<file path="config.mk">
export PLATFORM = sky130hd
export DESIGN_NAME = bp_noc_edge_gate
export DESIGN_NICKNAME = d
export VERILOG_FILES = /design/src/rtl/bp_noc_edge_gate.sv
export SDC_FILE = /design/constraint.sdc
export NUM_CORES = 1
export LEC_CHECK = 0
export ABC_AREA = 0
export BUFFER_PORTS_ARGS = -buffer_cell sky130_fd_sc_hd__buf_2
export CAP_MARGIN = 10
export CORE_AREA = 10 10 252 254
export DETAILED_ROUTE_END_ITERATION = 7
export DIE_AREA = 0 0 262 264
export PLACE_DENSITY = 0.75
export SLEW_MARGIN = 25
export SYNTH_ARGS = -nofsm -noshare
export SYNTH_HDL_FRONTEND = slang
export SYNTH_SLANG_ARGS = --single-unit
</file>
<file path="constraint.sdc">
create_clock -name clk_i -period 4.69 [get_ports clk_i]
set_input_delay 0.469 -clock clk_i [delete_from_list [all_inputs] [get_ports clk_i]]
set_output_delay 0.469 -clock clk_i [all_outputs]
set_load 0.03 [all_outputs]
</file>
<file path="src/rtl/bp_noc_edge_gate.sv">
// Packet-aware edge gate: per-channel two-entry FIFOs with wormhole trackers that
// close the input side only at packet boundaries while quiesce_i is held.
module bp_noc_edge_gate #(
  parameter int channels_p   = 5,
  parameter int flit_width_p = 64,
  parameter int len_width_p  = 4,
  parameter int len_offset_p = 0
) (
  input  logic                                 clk_i,
  input  logic                                 reset_n_i,
  input  logic [channels_p-1:0]                in_v_i,
  input  logic [channels_p*flit_width_p-1:0]   in_data_i,
  output logic [channels_p-1:0]                in_ready_and_o,
  output logic [channels_p-1:0]                out_v_o,
  output logic [channels_p*flit_width_p-1:0]   out_data_o,
  input  logic [channels_p-1:0]                out_ready_and_i,
  input  logic                                 quiesce_i,
  output logic                                 quiesced_o
);

  typedef enum logic {HEAD, BODY} state_e;

  localparam logic [len_width_p-1:0] LenOne = len_width_p'(1);

  // Holds all input gates closed during reset and opens them on the first edge after.
  logic rdy_en_q, rdy_en_d;
  logic [channels_p-1:0] at_head;
  logic [channels_p-1:0] fifo_empty;

  always_comb begin
    rdy_en_d = 1'b1;
  end

  always_ff @(posedge clk_i or negedge reset_n_i) begin
    if (!reset_n_i) rdy_en_q <= 1'b0;
    else            rdy_en_q <= rdy_en_d;
  end

  assign quiesced_o = quiesce_i & (&at_head) & (&fifo_empty);

  for (genvar c = 0; c < channels_p; c++) begin : g_ch
    logic [flit_width_p-1:0] mem_q [2];
    logic [flit_width_p-1:0] mem_d [2];
    logic                    wr_ptr_q, wr_ptr_d;
    logic                    rd_ptr_q, rd_ptr_d;
    logic [1:0]              cnt_q, cnt_d;
    state_e                  state_q, state_d;
    logic [len_width_p-1:0]  rem_q, rem_d;
    logic [flit_width_p-1:0] flit;
    logic [len_width_p-1:0]  hdr_len;
    logic                    push, pop, not_full;

    assign flit    = in_data_i[c*flit_width_p +: flit_width_p];
    assign hdr_len = flit[len_offset_p +: len_width_p];

    // Ready looks only at registered state, so a full FIFO refuses even when popping.
    assign not_full          = (cnt_q != 2'd2);
    assign in_ready_and_o[c] = rdy_en_q & not_full & ((state_q == BODY) | ~quiesce_i);
    assign push              = in_v_i[c] & in_ready_and_o[c];

    assign out_v_o[c]        = (cnt_q != 2'd0);
    assign pop               = out_v_o[c] & out_ready_and_i[c];
    assign out_data_o[c*flit_width_p +: flit_width_p] = mem_q[rd_ptr_q];

    assign at_head[c]    = (state_q == HEAD);
    assign fifo_empty[c] = (cnt_q == 2'd0);

    always_comb begin
      mem_d    = mem_q;
      wr_ptr_d = wr_ptr_q;
      rd_ptr_d = rd_ptr_q;
      cnt_d    = cnt_q;
      if (push) begin
        mem_d[wr_ptr_q] = flit;
        wr_ptr_d        = ~wr_ptr_q;
      end
      if (pop) rd_ptr_d = ~rd_ptr_q;
      case ({push, pop})
        2'b10:   cnt_d = cnt_q + 2'd1;
        2'b01:   cnt_d = cnt_q - 2'd1;
        default: cnt_d = cnt_q;
      endcase
    end

    always_comb begin
      state_d = state_q;
      rem_d   = rem_q;
      if (push) begin
        if (state_q == HEAD) begin
          if (hdr_len != '0) begin
            state_d = BODY;
            rem_d   = hdr_len;
          end
        end else begin
          rem_d = rem_q - LenOne;
          if (rem_q == LenOne) state_d = HEAD;
        end
      end
    end

    always_ff @(posedge clk_i or negedge reset_n_i) begin
      if (!reset_n_i) begin
        wr_ptr_q <= 1'b0;
        rd_ptr_q <= 1'b0;
        cnt_q    <= 2'd0;
        state_q  <= HEAD;
        rem_q    <= '0;
      end else begin
        wr_ptr_q <= wr_ptr_d;
        rd_ptr_q <= rd_ptr_d;
        cnt_q    <= cnt_d;
        state_q  <= state_d;
        rem_q    <= rem_d;
      end
    end

    always_ff @(posedge clk_i) begin
      mem_q <= mem_d;
    end
  end

endmodule

</file>
== After elaboration in Yosys (flattened, before gate mapping) ==
Index checks and enable logic that the tools add are counted.
Storage, ports and cells
  register bits after elaboration: 686
  bits of input ports: 333
  output and inout bits: 331
  logic and storage cells: 236
Operators by class
  $add $sub $neg: 15
  order comparisons: 15
  eq/ne operators: 20
  muxes and demuxes: 60
  bitwise operators: 53
  reductions and logical operators: 37
Operator list (number)
  two-way mux 64 bit: 20
  bitwise mux 128 bit: 5
  demux 64 bit (select 1 bit): 5
  two-way mux 4 bit: 10
  nonzero test 2 bit: 15
  AND 1 bit: 22
  == test 4 x 1 -> 1 bit (second input constant): 5
  >= comparator 2 bit (second input constant): 10
  inverter 1 -> 2 bit: 10
  one-hot mux 2 bit (2 select lines): 5
  nonzero test 4 bit: 5
  subtractor 4 x 1 -> 4 bit (second input constant): 5
  inverter 1 bit: 16
  two-way mux 1 bit: 15
  adder 2 x 1 -> 2 bit (second input constant): 5
  == test 2 x 1 -> 1 bit (second input constant): 5
  == test 2 bit (second input constant): 5
  zero test 2 bit: 5
  < comparator 2 x 1 -> 1 bit (second input constant): 5
  != test 2 bit (second input constant): 5
  AND reduction 2 bit: 5
  AND reduction 5 bit: 2
  subtractor 2 x 1 -> 2 bit (second input constant): 5
  logical AND 1 bit: 5
  bitwise OR 1 bit: 5

== Longest topological paths before layout ==
Gate-level depths: netlist of the first run.
  word-level depth: 6
  mapped depth: 8
  depth with buffers taken out: 6

== Worst setup path after synthesis of the first run ==
Ideal clock, no wire load.
  path kind: input -> register
  start: input port quiesce_i
  end: register g_ch[0].mem_q[100] (netlist name), enable pin
  library setup time: 0.487 ns
  arrival time: 3.913 ns
  required time: 4.203 ns
  setup slack: 0.291 ns
  stages: 4
  path buffers: 1
  cells stage by stage: nor2b_1 -> or3_1 -> clkbuf_1 -> nor2_1
Between the ends
  word-level cells in the longest chain between the ends: 4
Ends and longest elaborated chain
  from (decl): RTL line 17  | input logic quiesce_i,
  inverter 1 bit: RTL line 58  | assign in_ready_and_o[c] = rdy_en_q & not_full & ((state_q == BODY) | ~quiesce_i);
  bitwise OR 1 bit: RTL line 58
  AND 1 bit: RTL line 58
  AND 1 bit: RTL line 59  | assign push = in_v_i[c] & in_ready_and_o[c];
  to (signal assigned): RTL line 118  | mem_q <= mem_d;
  to (decl): RTL line 42  | logic [flit_width_p-1:0] mem_q [2];
Every way passes these cells.
A chain may end at the register's enable or synchronous reset.

== Final worst setup path of the first run ==
  start: register g_ch[0].rd_ptr_q
  end: output port out_data_o[20]
Between the ends
  word-level cells in the longest chain between the ends: 4
Ends and longest elaborated chain
  from (decl): RTL line 45  | logic rd_ptr_q, rd_ptr_d;
  from (signal assigned): RTL line 110  | rd_ptr_q <= rd_ptr_d;
  inverter 1 -> 2 bit (not written as such): RTL line 63  | assign out_data_o[c*flit_width_p +: flit_width_p] = mem_q[rd_ptr_q];
  two-way mux 64 bit (not written as such) (3 in series): RTL line 63
  to (decl): RTL line 15  | output logic [channels_p*flit_width_p-1:0] out_data_o,
Every way passes these cells. The select of a mux whose other input is x is not followed.

==> results of run 1 <==
==> layer usage <==
metal  global-route usage [%]  wire length [um]
met4                     7.80              2040
met1                     19.4             22800
met5                        0               126
met2                     31.1             33200
met3                     6.59              5950
==> what timing repair did <==
action / 4_1_cts / 5_1_grt
endpoints found under the hold margin: 46 / 0
buffers inserted: 0 / 0
hold buffers: 1 / 0
endpoints found under the setup margin: 0 / 0
==> critical path, stage by stage, from the launching register on <==
cell     delay (ps)
dfrtp_2         980
buf_4           480
mux2_2          400
buf_2           180
==> layout make-up <==
cell class              count  area, sq um  area share, %
diodes                     16         40.0          0.124
flip-flops and latches    686        20400           63.2
clock buffers              87         1860           5.77
clock inverters            37          328           1.02
repair buffers            683         3470           10.8
multi-input cells         526         5130           15.9
well taps                 773          967           3.00
inverters                  15         56.3          0.175
==> cell families (layout without fill, tap and decap cells) <==
family	after synthesis	count (layout)	synth area share (%)
flip-flops	686	686	79.3
multiplexers	333	333	14.5
AND/OR/NAND/NOR	114	114	2.63
buffers and inverters	59	822	0.920
AO/OA/AOI/OAI	38	38	1.02
XOR/XNOR	25	25	0.852
adder cells (fa/ha/maj)	15	15	0.731
other	1	17	0.0146
==> registers in the layout (all words and copies together), names as in the netlist <==
name,count
g_ch.wr_ptr_q,5
g_ch.rd_ptr_q,5
g_ch.state_q,5
g_ch.mem_q,640
rdy_en_q,1
g_ch.cnt_q,10
g_ch.rem_q,20
==> power groups by stage <==
stage	Sequential (mW)	Clock (mW)	Combinational [mW]
2_1_floorplan	7.96	0	4.79
3_3_place_gp	8.29	0	6.31
3_5_place_dp	8.34	0	6.39
4_1_cts	8.22	5.43	6.42
5_1_grt	8.32	5.67	6.71
6_report	8.21	5.29	6.33
==> path summary, 6_finish.rpt <==
kind,startpoint,endpoint,slack [ps],cells past startpoint
setup / recovery,g_ch[0].rd_ptr_q,out_data_o[20],1550,3
max in group asynchronous,reset_n_i,g_ch[0].rd_ptr_q,3660,3
min in group asynchronous,reset_n_i,g_ch[3].rd_ptr_q,550,3
setup reg to reg,rdy_en_q,g_ch[1].mem_q[121],1810,4
hold / removal,in_data_i[298],g_ch[4].mem_q[42],50,1
hold reg to reg,g_ch[2].cnt_q[1],g_ch[2].cnt_q[1],480,1
==> cell usage in the layout, fill, tap and decap left out, drive strengths merged, types with 2 or more instances in the layout <==
cell,count
o21ai,12
nor2,19
a221o,2
nand3b,3
xnor2,15
inv,20
nor4,4
or2,7
dfrtp,46
o211ai,3
clkinv,27
ha,15
mux2,321
nand3,4
and3,9
bufinv,3
nand2b,2
or3,8
nor3,2
buf,682
nor4bb,2
and2,5
o31ai,13
edfxtp,640
diode,16
nor3b,7
xor2,10
mux2i,12
or4,9
a41oi,3
clkbuf,87
nor4b,5
clkinvlp,2
nand2,14
nor2b,13
==> metrics by stage <==
step	hold WS [ps]	area (sq um)	util [%]
after floorplan	173	25700	-
after global placement	461	30000	51.3
after detailed placement	471	30000	51.3
after CTS	0.927	32200	55.1
after global routing	19.9	32200	55.1
final	54.1	32200	55.1
==> impl_metrics.yaml, run 1 <==
status:
  result_of_the_run: "finished, final reports clean"
route:
  drt_pass1_iterations: 5
  wire_per_inst_um: 22.7
  dr_total_vias: 14292
  routed_wl_um: 64100
  remaining_drc_errors: 0
  1st_iter_drt_viols: 953
  route.antenna.remaining_nets: 0
  vias_per_cell: 5.06
timing:
  achievable-frequency_mhz: 318
  grt_setup_unrepaired: "false"
  final.setup.worst_slack_ps: 1550
  fin_worst_skew_ps: 10.4
  hold_viol: 0
  final.setup.tns_ps: 0
  final_max_slew_viol_count: 0
  max_slew_margin_pct: 36.1
  tightest_slew_ps: 945
  timing.final.setup_violations: 0
  finalCriticalPeriod_ps: 3140
  min_period_over_period_pct: 67.0
global_route:
  pin_count_of_the_biggest_net_entering_global_routing: 65
  number_of_antenna_violations_at_the_first_check_in_global_routing: 25
  grt_pass1_wl_um: 94200
  number_of_global_route_vias_before_repair: 15478
  grt_overflow: 0
  track_usage_pct: 18.0
power_and_ir_drop:
  share_seq_of_total_power_pct: 41.4
  power.total_mw: 19.8
  peakVddDrop_v: 0.000463
  power.share.switching_pct: 35.0
  power.static_leakage_nw: 12.0
  power_density_mw_per_mm2: 616
  netSwitchingPower_mw: 6.94
  cell_internal_pwr_mw: 12.9
  share_comb_of_total_power_pct: 31.9
  power.clock.fraction_pct: 26.7
yosys:
  synth_top_cell_area_share_pct: 74.8
  synth_commonest_cells: "640 x edfxtp_1, 321 x mux2_2, 46 x dfrtp_1, 37 x clkbuf_1, 19 x nor2_1"
  netlist_instances: 1271
  yosysUniqueCellTypes: 44
  net_count_of_the_mapped_netlist: 1619
  flip_flop_and_latch_count_after_synthesis: 686
  yosys.cell_count.top_type: "edfxtp_1"
  yosysSeqAreaShare_pct: 79.3
  synth_area_sq_mm: 0.0257
  synth_top_flop_cell: "edfxtp_1"
  synth-edff-count: 640
  synth.avg_cell_area_sq_um: 20.2
  synth.area.top_cells: "edfxtp_1 75%, mux2_2 14%, dfrtp_1 4.5%"
  async_reset_ff_share_pct: 6.71
  ys_warns: 0
  post-synth-top-area-cell: "edfxtp_1"
placed_design:
  detailed_placement_hpwl_um: 47300
  setup_ws_pre_cts_ps: 1760
  dp_cells: 2682
  globalplace.congestion: 0.834
  buffer_ports.inserted: 663
critical_path:
  cp_data_arrival_time_ps: 2670
  setup.worst_path.start_class: "flip-flop"
  cp-end-kind: "primary output"
  critPathMaxFanout: 41
  worst-endpoint-required_ps: 4220
  critical_path_class: "reg -> out"
clock_network:
  clk_pin_slew_ps: 60
  htree_num_levels: 3
  cts_tree: "built"
  cts_made_buffers: 70
  clkSinkCount: 686
  post_cts_resized: 0
  ctsLongestPathBuffers: 3
  clock_insertion_delay_worst_skew_ps: 600
  root_buffer: "clkbuf_16"
layout:
  finish.net_count: 2330
  filler_cell_count: 4499
  layout-area-overhead-vs-synth_pct: 25.4
  finish.cell_count_without_fillers: 2823
  final_layout_size_suffix_gt1_share_pct: 55.4
die:
  overall_die_area_sq_mm: 0.0692
  die_width_um: 262
  core_sq_mm: 0.0585
  boundaryPins: 664
  std_cell_rows: 89
  initial_core_util_pct: 43.9
  die_y_um: 264
run:
  maxCapViolations: 0
worst_hold_path:
  hold_class: "in -> reg"
(Power assumes the default switching activity.)
==> run 2, diff against run 1 <==
- ABC_AREA: 0 -> 1
- CORE_AREA: 10 10 252 254 -> 10 10 247 249
- DIE_AREA: 0 0 262 264 -> 0 0 257 259
- PLACE_DENSITY: 0.75 -> 0.79
- clock period: 4.69 -> 3.21 ns (I/O delays scaled with it)
==> impl_metrics.yaml, run 2 <==
yosys:
  yosys.cell_count.top_type: "nand2_1"
  ys_warns: 0
  flip_flop_and_latch_count_after_synthesis: 686
  post-synth-top-area-cell: "edfxtp_1"
  synth-edff-count: 640
  synth_commonest_cells: "1,083 x nand2_1, 640 x edfxtp_1, 56 x inv_1, 46 x dfrtp_1, 40 x buf_1"
  yosysSeqAreaShare_pct: 78.2
  netlist_instances: 2060
  synth_area_sq_mm: 0.0261
  synth_top_flop_cell: "edfxtp_1"
  synth_top_cell_area_share_pct: 73.8
  synth.avg_cell_area_sq_um: 12.6
  async_reset_ff_share_pct: 6.71
  net_count_of_the_mapped_netlist: 2408
  synth.area.top_cells: "edfxtp_1 74%, nand2_1 16%, dfrtp_1 4.4%"
  yosysUniqueCellTypes: 25
layout:
  layout.cells.most_common: "nand2_1"
  finish.cell_count_without_fillers: 3892
  biggestRegsByFlops: "g_ch.mem_q (640), g_ch.rem_q (20), g_ch.cnt_q (10)"
  finish.net_count: 3412
  layout-area-overhead-vs-synth_pct: 37.5
  largest_reg_flops: 640
  mostFrequentLayoutCells: "1,083 x nand2_1, 663 x buf_2, 640 x edfxtp_1"
  final_layout_size_suffix_gt1_share_pct: 26.4
  filler_cell_count: 3689
  utilization_after_layout_pct: 64.0
  registers.top_by_ff_count: "g_ch.mem_q"
clock_network:
  cts_hold_buffers: 319
  clock_insertion_delay_worst_skew_ps: 590
  cts_made_buffers: 70
  ctsLongestPathBuffers: 3
  cts_tree: "built"
  htree_num_levels: 3
  clk_pin_slew_ps: 60
  root_buffer: "clkbuf_16"
  post_cts_resized: 0
  clkSinkCount: 686
  cts_setup_buffers: 0
timing:
  whs_ps: 17.0
  timing.final.setup_violations: 0
  fin_worst_skew_ps: 24.2
  min_period_over_period_pct: 83.2
  final_max_slew_viol_count: 0
  finalCriticalPeriod_ps: 2670
  final.setup.tns_ps: 0
  tightest_slew_ps: 798
  final.setup.worst_slack_ps: 538
  achievable-frequency_mhz: 374
  max_slew_margin_pct: 46.8
  grt_setup_unrepaired: "false"
  hold_viol: 0
route:
  remaining_drc_errors: 0
  routed_wl_um: 81800
  1st_iter_drt_viols: 1895
  wire_per_inst_um: 21.0
  dr_total_vias: 19731
  drt_pass1_iterations: 5
  vias_per_cell: 5.07
  route.antenna.remaining_nets: 0
placed_design:
  globalplace.congestion: 0.873
  dp_cells: 3429
  buffer_ports.inserted: 663
  detailed_placement_hpwl_um: 50400
  setup_ws_pre_cts_ps: 1030
power_and_ir_drop:
  peakVddDrop_v: 0.000716
  power.static_leakage_nw: 15.4
  netSwitchingPower_mw: 13.3
  share_comb_of_total_power_pct: 39.2
  power.share.switching_pct: 41.6
  share_seq_of_total_power_pct: 36.3
  cell_internal_pwr_mw: 18.7
  power.clock.fraction_pct: 24.5
  power_density_mw_per_mm2: 893
run:
  maxCapViolations: 0
die:
  std_cell_rows: 87
  die_y_um: 259
  die_width_um: 257
  boundaryPins: 664
  overall_die_area_sq_mm: 0.0666
  initial_core_util_pct: 46.6
  core_sq_mm: 0.0560
critical_path:
  critical_path_class: "reg -> out"
  cp_data_arrival_time_ps: 2350
  cp-end-kind: "primary output"
  worst-endpoint-required_ps: 2890
  critPathMaxFanout: 37
  setup.worst_path.start_class: "flip-flop"
global_route:
  track_usage_pct: 23.6
  grt_overflow: 0
  number_of_antenna_violations_at_the_first_check_in_global_routing: 17
  grt_pass1_wl_um: 122000
  number_of_global_route_vias_before_repair: 20731
  pin_count_of_the_biggest_net_entering_global_routing: 65
status:
  result_of_the_run: "finished, final reports clean"
worst_hold_path:
  hold_class: "in -> reg"
-- run 2: cell count changes in the layout (fill, tap and decap cells not counted), sizes merged, moves of 13 or more --
cell / previous run / this run
dlygate4sd3: 1 / 319
nor2b: 13 / 0
mux2: 321 / 0
o31ai: 13 / 0
nand3: 4 / 35
clkbuf: 87 / 102
nand2: 14 / 1086
nor2: 19 / 42
inv: 20 / 62
-- run 2: critical path, cell delays in order (launching register included) --
cell	delay [ps]
dfrtp_2	410
inv_2	490
buf_4	400
nand2_1	120
nand2_1	120
buf_2	220
-- run 2: power groups by stage --
stage	Sequential [mW]	Clock (mW)	Combinational, mW
floorplan	11.7	0	7.99
global placement	11.7	0	11.8
detailed placement	11.8	0	12.0
CTS	11.6	7.88	12.3
global route	11.7	8.32	13.3
finish	11.6	7.84	12.5
-- run 2: final cells by class --
class	instances	area, sq um	area share (%)
Multi-Input combinational cell	1241	5230	14.6
Sequential cell	686	20400	56.9
Antenna cell	17	42.5	0.119
Timing Repair Buffer	1005	6830	19.1
Inverter	60	225	0.629
Clock inverter	25	215	0.601
Clock buffer	102	1960	5.48
Tap cell	756	946	2.64
-- run 2: logic make-up (layout without fill, tap and decap cells) --
group | Yosys count | after routing | share of synthesized area [%]
AO/OA/AOI/OAI | 25 | 25 | 0.480
XOR/XNOR | 20 | 20 | 0.672
adder cells (fa/ha/maj) | 15 | 15 | 0.720
buffers and inverters | 133 | 1192 | 2.05
flip-flops | 686 | 686 | 78.2
other | 1 | 18 | 0.0144
AND/OR/NAND/NOR | 1180 | 1180 | 17.9
-- run 2: path summary, 6_finish.rpt --
check,startpoint,endpoint,slack [ps],depth (start not counted)
max in group asynchronous,reset_n_i,g_ch[2].rd_ptr_q,2010,3
setup reg to reg,rdy_en_q,g_ch[3].mem_q[24],1070,3
min in group asynchronous,reset_n_i,g_ch[3].rd_ptr_q,400,2
setup / recovery,g_ch[4].rd_ptr_q,out_data_o[300],540,5
hold / removal,in_data_i[0],g_ch[0].mem_q[0],20,1
hold reg to reg,g_ch[0].rem_q[1],g_ch[0].rem_q[1],510,2
-- run 2: per-stage QoR --
step | area [sq um] | power, mW
2_1_floorplan | 26100 | 19.6
3_3_place_gp | 30400 | 23.5
3_5_place_dp | 30400 | 23.7
4_1_cts | 35800 | 31.8
5_1_grt | 35800 | 33.4
6_report | 35800 | 32.0
-- run 2: routing by layer --
| layer | vias to the layer above | wire length [um] | track usage, % | share of wire (%) |
|---|---|---|---|---|
| met5 | - | 37 | 0 | 0.045 |
| met4 | 6 | 3600 | 11.7 | 4.4 |
| met3 | 239 | 7470 | 6.65 | 9.1 |
| met2 | 1120 | 42900 | 41.6 | 52 |
| met1 | 9467 | 27900 | 25.8 | 34 |
| li1 | 8899 | - | - | - |
==> run 3, diff against run 2 <==
- CORE_AREA: 10 10 247 249 -> 10 10 251 253
- DIE_AREA: 0 0 257 259 -> 0 0 261 263
- clock period: 3.21 -> 2.4 ns (I/O delays scaled with it)
==> impl_metrics.yaml, run 3 (synthesized netlist as in run 2, its figures left out) <==
timing:
  final.setup.tns_ps: 0
  timing.final.setup_violations: 0
  tightest_slew_ps: 685
  final.setup.worst_slack_ps: 73.4
  achievable-frequency_mhz: 430
  whs_ps: 53.2
  min_period_over_period_pct: 96.9
  finalCriticalPeriod_ps: 2330
  grt_setup_unrepaired: "false"
  final_max_slew_viol_count: 0
  max_slew_margin_pct: 54.3
  hold_viol: 0
  fin_worst_skew_ps: 22.0
power_and_ir_drop:
  power.static_leakage_nw: 15.7
  cell_internal_pwr_mw: 25.4
  power.clock.fraction_pct: 24.6
  netSwitchingPower_mw: 18.1
  share_seq_of_total_power_pct: 36.0
  power.share.switching_pct: 41.7
  share_comb_of_total_power_pct: 39.4
  peakVddDrop_v: 0.000981
  power_density_mw_per_mm2: 1200
  power.total_mw: 43.5
layout:
  layout-area-overhead-vs-synth_pct: 39.6
  registers.top_by_ff_count: "g_ch.mem_q"
  postLayoutCellArea_sq_mm: 0.0364
  biggestRegsByFlops: "g_ch.mem_q (640), g_ch.rem_q (20), g_ch.cnt_q (10)"
  mostFrequentLayoutCells: "1,083 x nand2_1, 662 x buf_2, 640 x edfxtp_1"
  largest_reg_flops: 640
  layout.cells.most_common: "nand2_1"
  final_layout_size_suffix_gt1_share_pct: 27.3
  utilization_after_layout_pct: 62.4
  finish.cell_count_without_fillers: 3936
  finish.net_count: 3444
clock_network:
  htree_num_levels: 3
  clk_pin_slew_ps: 60
  root_buffer: "clkbuf_16"
  ctsLongestPathBuffers: 3
  cts_tree: "built"
  clkSinkCount: 686
  cts_made_buffers: 69
  clock_insertion_delay_worst_skew_ps: 620
worst_hold_path:
  timing.hold.worst_endpoint: "g_ch[4].rd_ptr_q"
  timing.hold.worst.start: "out_ready_and_i[4]"
  min_delay_path_depth: 3
  hold_class: "in -> reg"
placed_design:
  detailed_placement_hpwl_um: 50100
  placement.cell_area_sq_mm: 0.0307
  dp_cells: 3467
  globalplace.congestion: 0.832
  buffer_ports.inserted: 663
  setup_ws_pre_cts_ps: 387
critical_path:
  critical-path-top-delay-family: "simple AND/OR/NAND/NOR gates"
  critical-path-slowest-cell: "dfrtp_1"
  longest_individual_stage_delay_on_the_worst_path_ps: 430
  r2r_end: "g_ch[0].mem_q[31]"
  crit_buf_inv: 1
  path_common_cell: "nor2_1"
  worstSetupPathDepth: 4
  worst-r2r-cell-count: 5
  crit_chain: "nor2_1, nand4_1, nor2_1, buf_2"
  cp_data_arrival_time_ps: 2090
  setup.worst_path.start_class: "flip-flop"
  critical_path_class: "reg -> out"
  cp-end-kind: "primary output"
  r2r_slack_ps: 420
  worst-endpoint-required_ps: 2160
  r2r_start: "g_ch[0].state_q"
  critPathMaxFanout: 5
die:
  initial_core_util_pct: 44.7
  overall_die_area_sq_mm: 0.0686
  die_width_um: 261
  die_y_um: 263
  boundaryPins: 664
  core_sq_mm: 0.0582
  std_cell_rows: 89
route:
  remaining_drc_errors: 0
  drt_pass1_iterations: 6
  vias_per_cell: 5.03
  wire_per_inst_um: 20.8
  dr_total_vias: 19782
  route.antenna.remaining_nets: 0
  1st_iter_drt_viols: 1551
  routed_wl_um: 81900
global_route:
  grt_pass1_wl_um: 121000
  number_of_antenna_violations_at_the_first_check_in_global_routing: 11
  number_of_global_route_vias_before_repair: 20579
  track_usage_pct: 22.8
  grt_overflow: 0
  pin_count_of_the_biggest_net_entering_global_routing: 66
run:
  maxCapViolations: 0
status:
  result_of_the_run: "finished, final reports clean"
## run 3: repair_timing
action	in CTS	in global routing
resized for setup	2	4
endpoints found under the setup margin	1	19
hold buffers	329	0
endpoints found under the hold margin	700	0
gates cloned	0	2
setup buffers	0	0
## run 3: how the worst max path moves through the flow
stage / startpoint / to
floorplan: g_ch[1].state_q / g_ch[1].mem_q[100]
global placement: g_ch[0].state_q / g_ch[0].mem_q[99]
detailed placement: g_ch[0].state_q / g_ch[0].mem_q[71]
CTS: g_ch[2].rd_ptr_q / out_data_o[157]
global route: g_ch[4].rd_ptr_q / out_data_o[261]
finish: g_ch[1].cnt_q[0] / quiesced_o
## run 3: cell type report
| type | instances | area [sq um] |
|---|---|---|
| fillers | 3929 | 21900 |
| well taps | 773 | 967 |
| multi-input cells | 1241 | 5230 |
| clock inverters | 45 | 492 |
| inverters | 60 | 230 |
| repair buffers | 1038 | 7270 |
| flip-flops and latches | 686 | 20400 |
| diodes | 10 | 25.0 |
| clock buffers | 83 | 1780 |
## run 3: routing by layer
| layer | global-route usage [%] | wire [um] |
|---|---|---|
| met4 | 10.9 | 3690 |
| met1 | 25.1 | 28200 |
| met3 | 6.05 | 7470 |
| met2 | 40.3 | 42400 |
| met5 | 0 | 32 |
## run 3: worst reg2reg max path: stages, from the launching register on
cell and delay [ps]:
dfrtp_1 490, inv_2 110, nand2_1 140, nand4_4 210
nor2_4 460, buf_12 250
## run 3: power by group through the flow
stage	combinational (mW)	sequential (mW)	clock (mW)
finish	17.1	15.6	10.7
global route	18.3	15.8	11.4
CTS	16.7	15.6	10.8
detailed placement	16.2	15.8	0
global placement	16.0	15.8	0
floorplan	10.7	15.6	0
